`config.mk`:
```
export PLATFORM = sky130hd
export DESIGN_NAME = apb_timer8_flat
export DESIGN_NICKNAME = d
export VERILOG_FILES = /design/src/rtl/apb_timer8_pkg.sv /design/src/rtl/apb_timer8_if.sv /design/src/rtl/timer8_prescaler.sv /design/src/rtl/apb_timer8.sv /design/src/flat_wrapper.sv
export SDC_FILE = /design/constraint.sdc
export NUM_CORES = 1
export LEC_CHECK = 0
export CORE_MARGIN = 10
export CORE_UTILIZATION = 54
export DETAILED_ROUTE_END_ITERATION = 12
export PLACE_DENSITY = 0.82
export SETUP_SLACK_MARGIN = 0.02
export SLEW_MARGIN = 20
export SYNTH_ARGS = -nofsm -noshare
export SYNTH_HDL_FRONTEND = slang
export SYNTH_SLANG_ARGS = --single-unit
```
`constraint.sdc`:
```
create_clock -name pclk -period 3 [get_ports pclk]
set_clock_uncertainty 0.15 [all_clocks]
set_input_delay 0.45 -clock pclk [delete_from_list [all_inputs] [get_ports pclk]]
set_output_delay 0.45 -clock pclk [all_outputs]
set_load 0.05 [all_outputs]
```
`src/rtl/apb_timer8_pkg.sv`:
```
// apb_timer8_pkg: shared constants for the 8-bit APB timer.
// It holds the register offsets, the TCR/TSR bit positions and the
// prescaler divide encoding, plus a helper that maps that encoding to
// the prescaler terminal count.
package apb_timer8_pkg;

  // Register byte offsets
  localparam int TDR_A  = 0;
  localparam int TCR_A  = 1;
  localparam int TSR_A  = 2;
  localparam int TCNT_A = 3;
  localparam int RSV_A  = 4;
  localparam int TMIN_A = 5;
  localparam int TMAX_A = 6;

  // TCR bit indices
  localparam int TCR_LOAD   = 7;
  localparam int TCR_CMP    = 5;
  localparam int TCR_EN     = 4;
  localparam int TCR_CKS_HI = 3;
  localparam int TCR_CKS_LO = 2;
  localparam int TCR_DW     = 1;

  // Writable TCR bits; bits 6 and 0 always read 0
  localparam logic [7:0] TCR_MASK = 8'hBE;

  // TSR bit indices
  localparam int TSR_OVF = 0;
  localparam int TSR_UDF = 1;

  typedef enum logic [1:0] {
    CKS_DIV2  = 2'b00,
    CKS_DIV4  = 2'b01,
    CKS_DIV8  = 2'b10,
    CKS_DIV16 = 2'b11
  } cks_e;

  // Terminal count (div-1) of the prescaler for a given encoding
  function automatic logic [3:0] cks_limit(input cks_e cks);
    case (cks)
      CKS_DIV2:  cks_limit = 4'd1;
      CKS_DIV4:  cks_limit = 4'd3;
      CKS_DIV8:  cks_limit = 4'd7;
      default:   cks_limit = 4'd15;
    endcase
  endfunction

endpackage

```
`src/rtl/apb_timer8_if.sv`:
```
// apb_timer8_if: APB bus bundle for the timer slave.
// Signals: psel, penable, pwrite, paddr, pwdata (master -> slave);
//          prdata, pready, pslverr (slave -> master).
interface apb_timer8_if #(
  parameter int ADDR_WIDTH = 12,
  parameter int DATA_WIDTH = 32
);
  logic                  psel;
  logic                  penable;
  logic                  pwrite;
  logic [ADDR_WIDTH-1:0] paddr;
  logic [DATA_WIDTH-1:0] pwdata;
  logic [7:0]            prdata;
  logic                  pready;
  logic                  pslverr;

  modport master (
    output psel, penable, pwrite, paddr, pwdata,
    input  prdata, pready, pslverr
  );

  modport slave (
    input  psel, penable, pwrite, paddr, pwdata,
    output prdata, pready, pslverr
  );
endinterface

```
`src/rtl/timer8_prescaler.sv`:
```
// timer8_prescaler: divides clk by 2/4/8/16 and emits a one-cycle tick.
// Ports: clk, rst (async, active-high), en (count enable), clr (restart
// from 0), cks (divide select), tick (one-cycle pulse per period).
module timer8_prescaler
  import apb_timer8_pkg::*;
(
  input  logic clk,
  input  logic rst,
  input  logic en,
  input  logic clr,
  input  cks_e cks,
  output logic tick
);
  logic [3:0] cnt;
  logic [3:0] lim;

  assign lim  = cks_limit(cks);
  // A restart in the same cycle suppresses the pending tick
  assign tick = en & ~clr & (cnt == lim);

  always_ff @(posedge clk or posedge rst) begin
    if (rst)                          cnt <= '0;
    else if (!en || clr || cnt == lim) cnt <= '0;
    else                              cnt <= cnt + 4'd1;
  end
endmodule

```
`src/rtl/apb_timer8.sv`:
```
// apb_timer8: 8-bit up/down timer with APB register interface.
// Ports: pclk (clock), preset (async, active-high reset),
//        apb (slave modport: psel/penable/pwrite/paddr/pwdata in,
//             prdata/pready/pslverr out).
// Registers: TDR(0) TCR(1) TSR(2, write-0-to-clear) TCNT(3, RO)
//            reserved(4) TMIN(5) TMAX(6).
module apb_timer8
  import apb_timer8_pkg::*;
#(
  parameter int ADDR_WIDTH = 12,
  parameter int DATA_WIDTH = 32
) (
  input  logic         pclk,
  input  logic         preset,
  apb_timer8_if.slave  apb
);
  logic [7:0] tdr, tcr, tcnt, tmin, tmax;
  logic [1:0] tsr;
  logic [7:0] wdata;
  logic       access, addr_ok, ro_addr, wr_ok;
  logic       tick, psc_en, psc_clr;
  logic       load, cmp, dw;
  logic [7:0] cnt_nxt;
  logic       set_ovf, set_udf;
  logic       unused_wdata;

  assign wdata        = apb.pwdata[7:0];
  assign unused_wdata = ^apb.pwdata[DATA_WIDTH-1:8];

  // APB decode
  assign access  = apb.psel & apb.penable;
  assign addr_ok = apb.paddr <= ADDR_WIDTH'(TMAX_A);
  assign ro_addr = (apb.paddr == ADDR_WIDTH'(TCNT_A)) | (apb.paddr == ADDR_WIDTH'(RSV_A));
  assign apb.pslverr = access & (~addr_ok | (apb.pwrite & ro_addr));
  assign apb.pready  = 1'b1;
  assign wr_ok       = access & apb.pwrite & ~apb.pslverr;

  always_comb begin
    apb.prdata = 8'h00;
    if (apb.psel && !apb.pwrite) begin
      case (apb.paddr)
        ADDR_WIDTH'(TDR_A):  apb.prdata = tdr;
        ADDR_WIDTH'(TCR_A):  apb.prdata = tcr;
        ADDR_WIDTH'(TSR_A):  apb.prdata = {6'b0, tsr};
        ADDR_WIDTH'(TCNT_A): apb.prdata = tcnt;
        ADDR_WIDTH'(TMIN_A): apb.prdata = tmin;
        ADDR_WIDTH'(TMAX_A): apb.prdata = tmax;
        default:             apb.prdata = 8'h00;
      endcase
    end
  end

  assign load = tcr[TCR_LOAD];
  assign cmp  = tcr[TCR_CMP];
  assign dw   = tcr[TCR_DW];

  // Prescaler restarts whenever the divide select actually changes
  assign psc_en  = tcr[TCR_EN] & ~load;
  assign psc_clr = wr_ok & (apb.paddr == ADDR_WIDTH'(TCR_A)) &
                   (wdata[TCR_CKS_HI:TCR_CKS_LO] != tcr[TCR_CKS_HI:TCR_CKS_LO]);

  timer8_prescaler u_psc (
    .clk  (pclk),
    .rst  (preset),
    .en   (psc_en),
    .clr  (psc_clr),
    .cks  (cks_e'(tcr[TCR_CKS_HI:TCR_CKS_LO])),
    .tick (tick)
  );

  // Counter next-state; compare-mode branch order matters when TMIN > TMAX
  always_comb begin
    cnt_nxt = tcnt;
    set_ovf = 1'b0;
    set_udf = 1'b0;
    if (load) begin
      cnt_nxt = tdr;
    end else if (tick) begin
      if (!cmp) begin
        if (dw) begin
          cnt_nxt = tcnt - 8'd1;
          set_udf = (tcnt == 8'h00);
        end else begin
          cnt_nxt = tcnt + 8'd1;
          set_ovf = (tcnt == 8'hFF);
        end
      end else if (dw) begin
        if (tcnt > tmax)       cnt_nxt = tmax;
        else if (tcnt <= tmin) begin
          cnt_nxt = tmax;
          set_udf = 1'b1;
        end else               cnt_nxt = tcnt - 8'd1;
      end else begin
        if (tcnt < tmin)       cnt_nxt = tmin;
        else if (tcnt >= tmax) begin
          cnt_nxt = tmin;
          set_ovf = 1'b1;
        end else               cnt_nxt = tcnt + 8'd1;
      end
    end
  end

  always_ff @(posedge pclk or posedge preset) begin
    if (preset) begin
      tdr  <= 8'h00;
      tcr  <= 8'h00;
      tsr  <= 2'b00;
      tcnt <= 8'h00;
      tmin <= 8'h00;
      tmax <= 8'hFF;
    end else begin
      tcnt <= cnt_nxt;
      // Hardware set is OR'd after the software clear so it wins
      if (wr_ok && apb.paddr == ADDR_WIDTH'(TSR_A))
        tsr <= (tsr & wdata[1:0]) | {set_udf, set_ovf};
      else
        tsr <= tsr | {set_udf, set_ovf};
      if (wr_ok) begin
        case (apb.paddr)
          ADDR_WIDTH'(TDR_A):  tdr  <= wdata;
          ADDR_WIDTH'(TCR_A):  tcr  <= wdata & TCR_MASK;
          ADDR_WIDTH'(TMIN_A): tmin <= wdata;
          ADDR_WIDTH'(TMAX_A): tmax <= wdata;
          default: ;
        endcase
      end
    end
  end
endmodule

```
`src/flat_wrapper.sv`:
```
// flat-port wrapper written by rule: the top's interface ports become plain ports
module apb_timer8_flat import apb_timer8_pkg::*;
#(
  parameter int ADDR_WIDTH = 12,
  parameter int DATA_WIDTH = 32
)
  (pclk, preset, apb_psel, apb_penable, apb_pwrite, apb_paddr, apb_pwdata, apb_prdata, apb_pready, apb_pslverr);
  apb_timer8_if #(.ADDR_WIDTH(ADDR_WIDTH), .DATA_WIDTH(DATA_WIDTH)) apb_i ();
  input  logic pclk;
  input  logic preset;
  input wire logic [$bits(apb_i.psel)-1:0] apb_psel;
  input wire logic [$bits(apb_i.penable)-1:0] apb_penable;
  input wire logic [$bits(apb_i.pwrite)-1:0] apb_pwrite;
  input wire logic [$bits(apb_i.paddr)-1:0] apb_paddr;
  input wire logic [$bits(apb_i.pwdata)-1:0] apb_pwdata;
  output wire logic [$bits(apb_i.prdata)-1:0] apb_prdata;
  output wire logic [$bits(apb_i.pready)-1:0] apb_pready;
  output wire logic [$bits(apb_i.pslverr)-1:0] apb_pslverr;
  assign apb_i.psel = apb_psel;
  assign apb_i.penable = apb_penable;
  assign apb_i.pwrite = apb_pwrite;
  assign apb_i.paddr = apb_paddr;
  assign apb_i.pwdata = apb_pwdata;
  assign apb_prdata = apb_i.prdata;
  assign apb_pready = apb_i.pready;
  assign apb_pslverr = apb_i.pslverr;
  apb_timer8 #(.ADDR_WIDTH(ADDR_WIDTH), .DATA_WIDTH(DATA_WIDTH)) u_core (.pclk(pclk), .preset(preset), .apb(apb_i));
endmodule
```
==> results of run 1 <==
placed cells by master, fill, tap and decap left out, drive strengths merged, types with 2 or more instances in the layout:
master         count
a2111oi            5
clkdlybuf4s50     24
a211oi            12
a21oi             20
o211ai            11
dfrtp             36
mux2              27
or3                2
and3               6
clkinv             2
a22oi             10
inv               21
o2bb2ai            3
o2111ai            3
xor2              11
o21a               2
o21ai             23
mux2i              4
xnor2              6
or2                2
nor3b              3
o31ai              7
dfstp              8
nand4              5
nand2             31
nor2              22
a21o               2
nor4               5
nor2b             10
nand3              9
a221oi             6
ha                20
clkbuf             6
nor3              15
buf               49
layer usage:
| layer | vias up | global-route usage [%] | share of wire [%] |
|---|---|---|---|
| li1 | 1547 | - | - |
| met1 | 1642 | 26.3 | 37 |
| met2 | 264 | 34.8 | 47 |
| met3 | 51 | 4.73 | 11 |
| met4 | 0 | 9.35 | 4.1 |
| met5 | - | 0 | 0 |
timing repair:
item	4_1_cts	5_1_grt
resized for setup	1	4
setup endpoints to repair	2	8
pin swaps	0	0
cloned	0	0
hold endpoints to repair	0	0
synthesized netlist by cell type (all sizes together), types with 2 or more instances:
library cell and n:
nand3 9, or3 2, inv 22, nor2 22
o211ai 11, nand4 5, a21o 2, clkbuf 9
o2111ai 3, nor4 5, dlygate4sd1 2, dfstp 8
mux2i 4, o21a 2, a22oi 10, dfrtp 36
o31ai 7, mux2 27, ha 20, nor3b 3
a2111oi 5, nor2b 10, or2 2, o2bb2ai 3
and3 6, a221oi 6, a211oi 12, o21ai 23
xor2 11, xnor2 6, nand2 31, a21oi 20
buf 10, nor3 15
metrics by stage:
stage | worst slack (ns) | total power [W] | setup TNS, ns | area, µm²
6_report | 0.135 | 0.00119 | 0 | 4320
3_5_place_dp | 0.0237 | 0.000747 | 0 | 4190
3_3_place_gp | 0.0416 | 0.000743 | 0 | 4190
2_1_floorplan | -0.0843 | 0.000677 | -0.560 | 3510
4_1_cts | 0.0454 | 0.00119 | 0 | 4300
5_1_grt | 0.0360 | 0.00121 | 0 | 4320
worst max path at each step:
stage	from	to	cells past startpoint
after floorplan	apb_paddr[2]	apb_prdata[3]	5
after global placement	apb_paddr[9]	apb_prdata[2]	8
after detailed placement	apb_paddr[9]	apb_prdata[0]	8
after CTS	apb_paddr[9]	apb_prdata[2]	8
after global routing	u_core.tmax[1]	u_core.tcnt[0]	9
final	apb_paddr[2]	apb_prdata[0]	7
sequential cells by signal, indices dropped and copies added (netlist names):
name,cells
u_core.tmax,8
u_core.tdr,8
u_core.u_psc.cnt,4
u_core.tcnt,8
u_core.tmin,8
u_core.tsr,2
u_core.tcr,6
power by group through the flow:
stage | Clock [W] | Sequential [W] | Combinational [W]
detailed placement | 0 | 0.000607 | 0.000140
global placement | 0 | 0.000607 | 0.000136
finish | 0.000449 | 0.000596 | 0.000143
global route | 0.000463 | 0.000596 | 0.000156
CTS | 0.000449 | 0.000596 | 0.000141
floorplan | 0 | 0.000607 | 0.0000703
cell type report:
cell class / instances / area (µm²) / area share, %
Tap cell: 77 / 96.3 / 2.23
Clock buffer: 6 / 72.6 / 1.68
Clock inverter: 2 / 35.0 / 0.812
Multi-Input combinational cell: 295 / 2190 / 50.6
Sequential cell: 44 / 1110 / 25.7
Timing Repair Buffer: 73 / 733 / 17.0
Inverter: 22 / 82.6 / 1.91
worst register-to-register path, cell delays in order, from the launching register on:
cell and delay (ns):
dfstp_2 0.55, inv_1 0.08, ha_1 0.33, nor2b_1 0.14, o211ai_1 0.11, a21oi_1 0.18, o22a_1 0.32, nor3_1 0.09
a2111oi_0 0.58, o31ai_1 0.17
cell families (layout without fill, tap and decap cells):
logic type / after synthesis / in the layout
XOR/XNOR: 17 / 17
AO/OA/AOI/OAI: 112 / 112
other: 1 / 1
flip-flops: 44 / 44
adder cells (fa/ha/maj): 20 / 20
buffers and inverters: 43 / 103
AND/OR/NAND/NOR: 114 / 114
multiplexers: 31 / 31
==> results.ini, run 1 <==
[clock_tree]
post-cts-setup-buffers=0
cts_hold_buf=0
numCtsBuffers=5
clk_latency_ns=0.30
cts_max_level=2
cts_buffer_depth=2
cts_root_buffer=clkbuf_8
clock_sinks=44
cts_tree=done
path_clk_slew_ns=0.08

[power_and_ir_drop]
p_int_w=0.000907
combPwrFrac_pct=12.1
vdd_drop_max_mv=0.320
swShare_pct=23.7
clockPowerShare_pct=37.8
power.switching_w=0.000281
leakagePower_nw=1.90
power_density_nw_per_um2=275
power.share.sequential_pct=50.1

[finish]
drive_gt1_share_pct=25.6
final_core_util_pct=68.4
layout.nets=510
area_growth_pct=23.0
instances_no_fill=519
fill_cells=471
n_antenna_cell=0

[worst_setup_path]
crit_chain=clkdlybuf4s50_1, buf_12, nor2b_1, a22oi_1, a211oi_1, buf_4, buf_12
start_kind=input port
cp.arrival_ns=2.26
critPathKind=input port to primary output
worstReg2RegEnd=u_core.tcnt[0]
cp_num_buf_inv=4
cp_max_fo=19
cpMostUsedCell=buf_12
r2r_setup_slack_ns=0.17
cp_top_family=buffers and inverters
crit_required_ns=2.40
critical-path-slowest-cell=clkdlybuf4s50_1
end_kind=primary output
reg2reg_from=u_core.tmax[1]
crit_path_max_incr_delay_ns=0.51
rr_worst_depth=9

[yosys]
yosysUniqueCellTypes=65
yosys.area_share.simple_pct=17.3
yosys.area.top_type=dfrtp_1
ys_seq_area_share_pct=31.7
synth-compound-area-share_pct=23.3
avgSynthCellArea_um2=9.18
ys_warn_count=0
synth.mux.area_fraction_pct=9.81
syn_nets=451
synth_fa_ha_area_share_pct=7.13
syn-cell-area_um2=3510
netlist_top_cells_area=dfrtp_1, mux2_2, ha_1, dfstp_2, nand2_1
syn_inst=382
ys_ff_latch=44
synth_top_area_share_pct=25.7
synth_top_family_by_area=compound AO/OA/AOI/OAI gates
synth_xor_area_share_pct=4.24
yosys_most_used_dff=dfrtp_1
async_flop_share_pct=100
synth_edf_count=0

[floorplanning]
die-height_um=101
design.die.area_um2=10100
die_w_um=101
num_rows=29
initial_core_util_pct=55.6
pin_count=59
core_area_um2=6310

[placement]
gp_congestion=0.949
place_inst=511
numPortBuffers=33
hpwl_um=8030

[sta]
fmax_mhz=349
rsz0062_at_grt=false
hold_viol=0
slew_viol_final=0
slew_headroom_pct=40.9
timing.hold.ws_ns=0.365
period_share_pct=95.5
period_needed_ns=2.86
worst_slew_pin_slew_ns=0.881
setup_violations=0

[routing]
drt_drc_violations_left=0
dr_total_vias=3504
drtPass1Iterations=6
finalWirelength_um=10700
drt_iter0_drc=403
detail-route-antenna-nets=0
viasPerCell=6.75
wire_per_inst_um=20.6

[hold_path]
whs_path_depth=1
hold_path_class=register to register
whs_endpoint=u_core.u_psc.cnt[0]
hold_start=u_core.u_psc.cnt[0]

[global_route]
grt_overflow=0
grt_pass1_wl_um=17600
first_global_vias=3532
antenna_found_initial=0
grt_usage_pct=21.4
grt_max_degree=25

[job]
drv_cap=0

[status]
status=finished, final reports clean

(Power assumes the default switching activity.)
==> run 2: changes to the inputs <==
CORE_ASPECT_RATIO = 1.5   (was not set)
==> results.ini, run 2 (synthesis gave the netlist of run 1 again) <==
[clock_tree]
clk_latency_ns=0.31
cts_root_buffer=clkbuf_8
clock_sinks=44
cts_hold_buf=0
path_clk_slew_ns=0.08
post-cts-setup-buffers=0
numCtsBuffers=5
cts_buffer_depth=2
cts_max_level=2
cts_tree=done

[finish]
instances_no_fill=512
fill_cells=447
area_growth_pct=21.6
drive_gt1_share_pct=25.1
layout.nets=506
n_antenna_cell=0
final_cell_mix=buf_4, dfrtp_1, nand2_1
final_core_util_pct=68.6

[power_and_ir_drop]
power.switching_w=0.000290
clockPowerShare_pct=34.9
combPwrFrac_pct=12.5
power_density_nw_per_um2=265
fin_total_pwr_w=0.00113
leakagePower_nw=1.88
power.share.sequential_pct=52.6
p_int_w=0.000842
swShare_pct=25.6
vdd_drop_max_mv=0.271

[sta]
setup_violations=0
setup_slack_ns=0.144
slew_headroom_pct=60.6
period_share_pct=95.2
slew_viol_final=0
rsz0062_at_grt=true
hold_viol=0
fmax_mhz=350
worst_slew_pin_slew_ns=0.586
period_needed_ns=2.86

[routing]
viasPerCell=6.52
drt_iter0_drc=394
dr_total_vias=3338
drt_drc_violations_left=0
drtPass1Iterations=5
wire_per_inst_um=19.8
finalWirelength_um=10100
detail-route-antenna-nets=0

[floorplanning]
pin_count=59
core_area_um2=6220
initial_core_util_pct=56.4
num_rows=35
design.die.area_um2=10200
die_w_um=85.8
die-height_um=119

[worst_setup_path]
end_kind=primary output
reg2reg_from=u_core.tcnt[0]
crit_start=apb_paddr[2]
cp.arrival_ns=2.26
critPathKind=input port to primary output
crit_required_ns=2.40
cp_max_fo=19
start_kind=input port

[placement]
gp_congestion=0.906
dp_slack_ns=0.0255
hpwl_um=7800
place_inst=504
numPortBuffers=33

[job]
drv_cap=0

[hold_path]
hold_start=u_core.u_psc.cnt[0]
hold_path_class=register to register

[global_route]
antenna_found_initial=0
grt_max_degree=45
grt_overflow=0
grt_pass1_wl_um=17200
first_global_vias=3537
grt_usage_pct=20.2

[status]
status=finished, final reports clean

run 2: what timing repair did:
| item | CTS | global route |
|---|---|---|
| endpoints found under the hold margin | 0 | 0 |
| setup endpoints to repair | 2 | 8 |
| resized for setup | 1 | 4 |
run 2: stage by stage:
stage	hold slack, ns	area (µm²)	setup TNS, ns
3_5_place_dp	0.359	4150	0
4_1_cts	0.370	4240	0
5_1_grt	0.399	4270	-0.00175
6_report	0.362	4270	0
3_3_place_gp	0.345	4150	0
2_1_floorplan	0.314	3510	-0.560
run 2: power groups by stage:
stage / combinational, W / sequential, W / clock [W]
4_1_cts: 0.000139 / 0.000596 / 0.000399
3_3_place_gp: 0.000135 / 0.000607 / 0
2_1_floorplan: 0.0000703 / 0.000607 / 0
5_1_grt: 0.000153 / 0.000596 / 0.000422
6_report: 0.000141 / 0.000596 / 0.000395
3_5_place_dp: 0.000138 / 0.000607 / 0
run 2: area by class of cell:
class | instances | area (µm²) | area share (%)
inverters | 22 | 82.6 | 1.94
multi-input cells | 295 | 2200 | 51.5
clock buffers | 6 | 82.6 | 1.94
repair buffers | 69 | 691 | 16.2
flip-flops and latches | 44 | 1110 | 26.0
clock inverters | 2 | 10.0 | 0.235
well taps | 74 | 92.6 | 2.17
run 2: per-layer routing:
layer / track usage, % / routed length (µm) / part of all wire (%)
met5: 0 / 0 / 0
met2: 34.8 / 5190 / 51
met4: 11.7 / 491 / 4.8
met3: 4.54 / 671 / 6.6
met1: 21.8 / 3780 / 37
run 2: final timing paths:
| kind | to | slack (ns) | depth (start not counted) |
|---|---|---|---|
| min reg2reg | u_core.u_psc.cnt[0] | 0.36 | 1 |
| max reg2reg | u_core.tcnt[0] | 0.18 | 10 |
| max in group asynchronous | u_core.tmax[6] | 1.87 | 3 |
| min | u_core.u_psc.cnt[0] | 0.36 | 1 |
| max | apb_prdata[0] | 0.14 | 7 |
| min in group asynchronous | u_core.u_psc.cnt[3] | 0.43 | 3 |
run 2: critical path, stage by stage:
cell and delay [ns]:
clkdlybuf4s50_1 0.51, buf_12 0.18, mux2_2 0.36, a221oi_1 0.37, a211oi_2 0.09, buf_4 0.16
buf_12 0.14
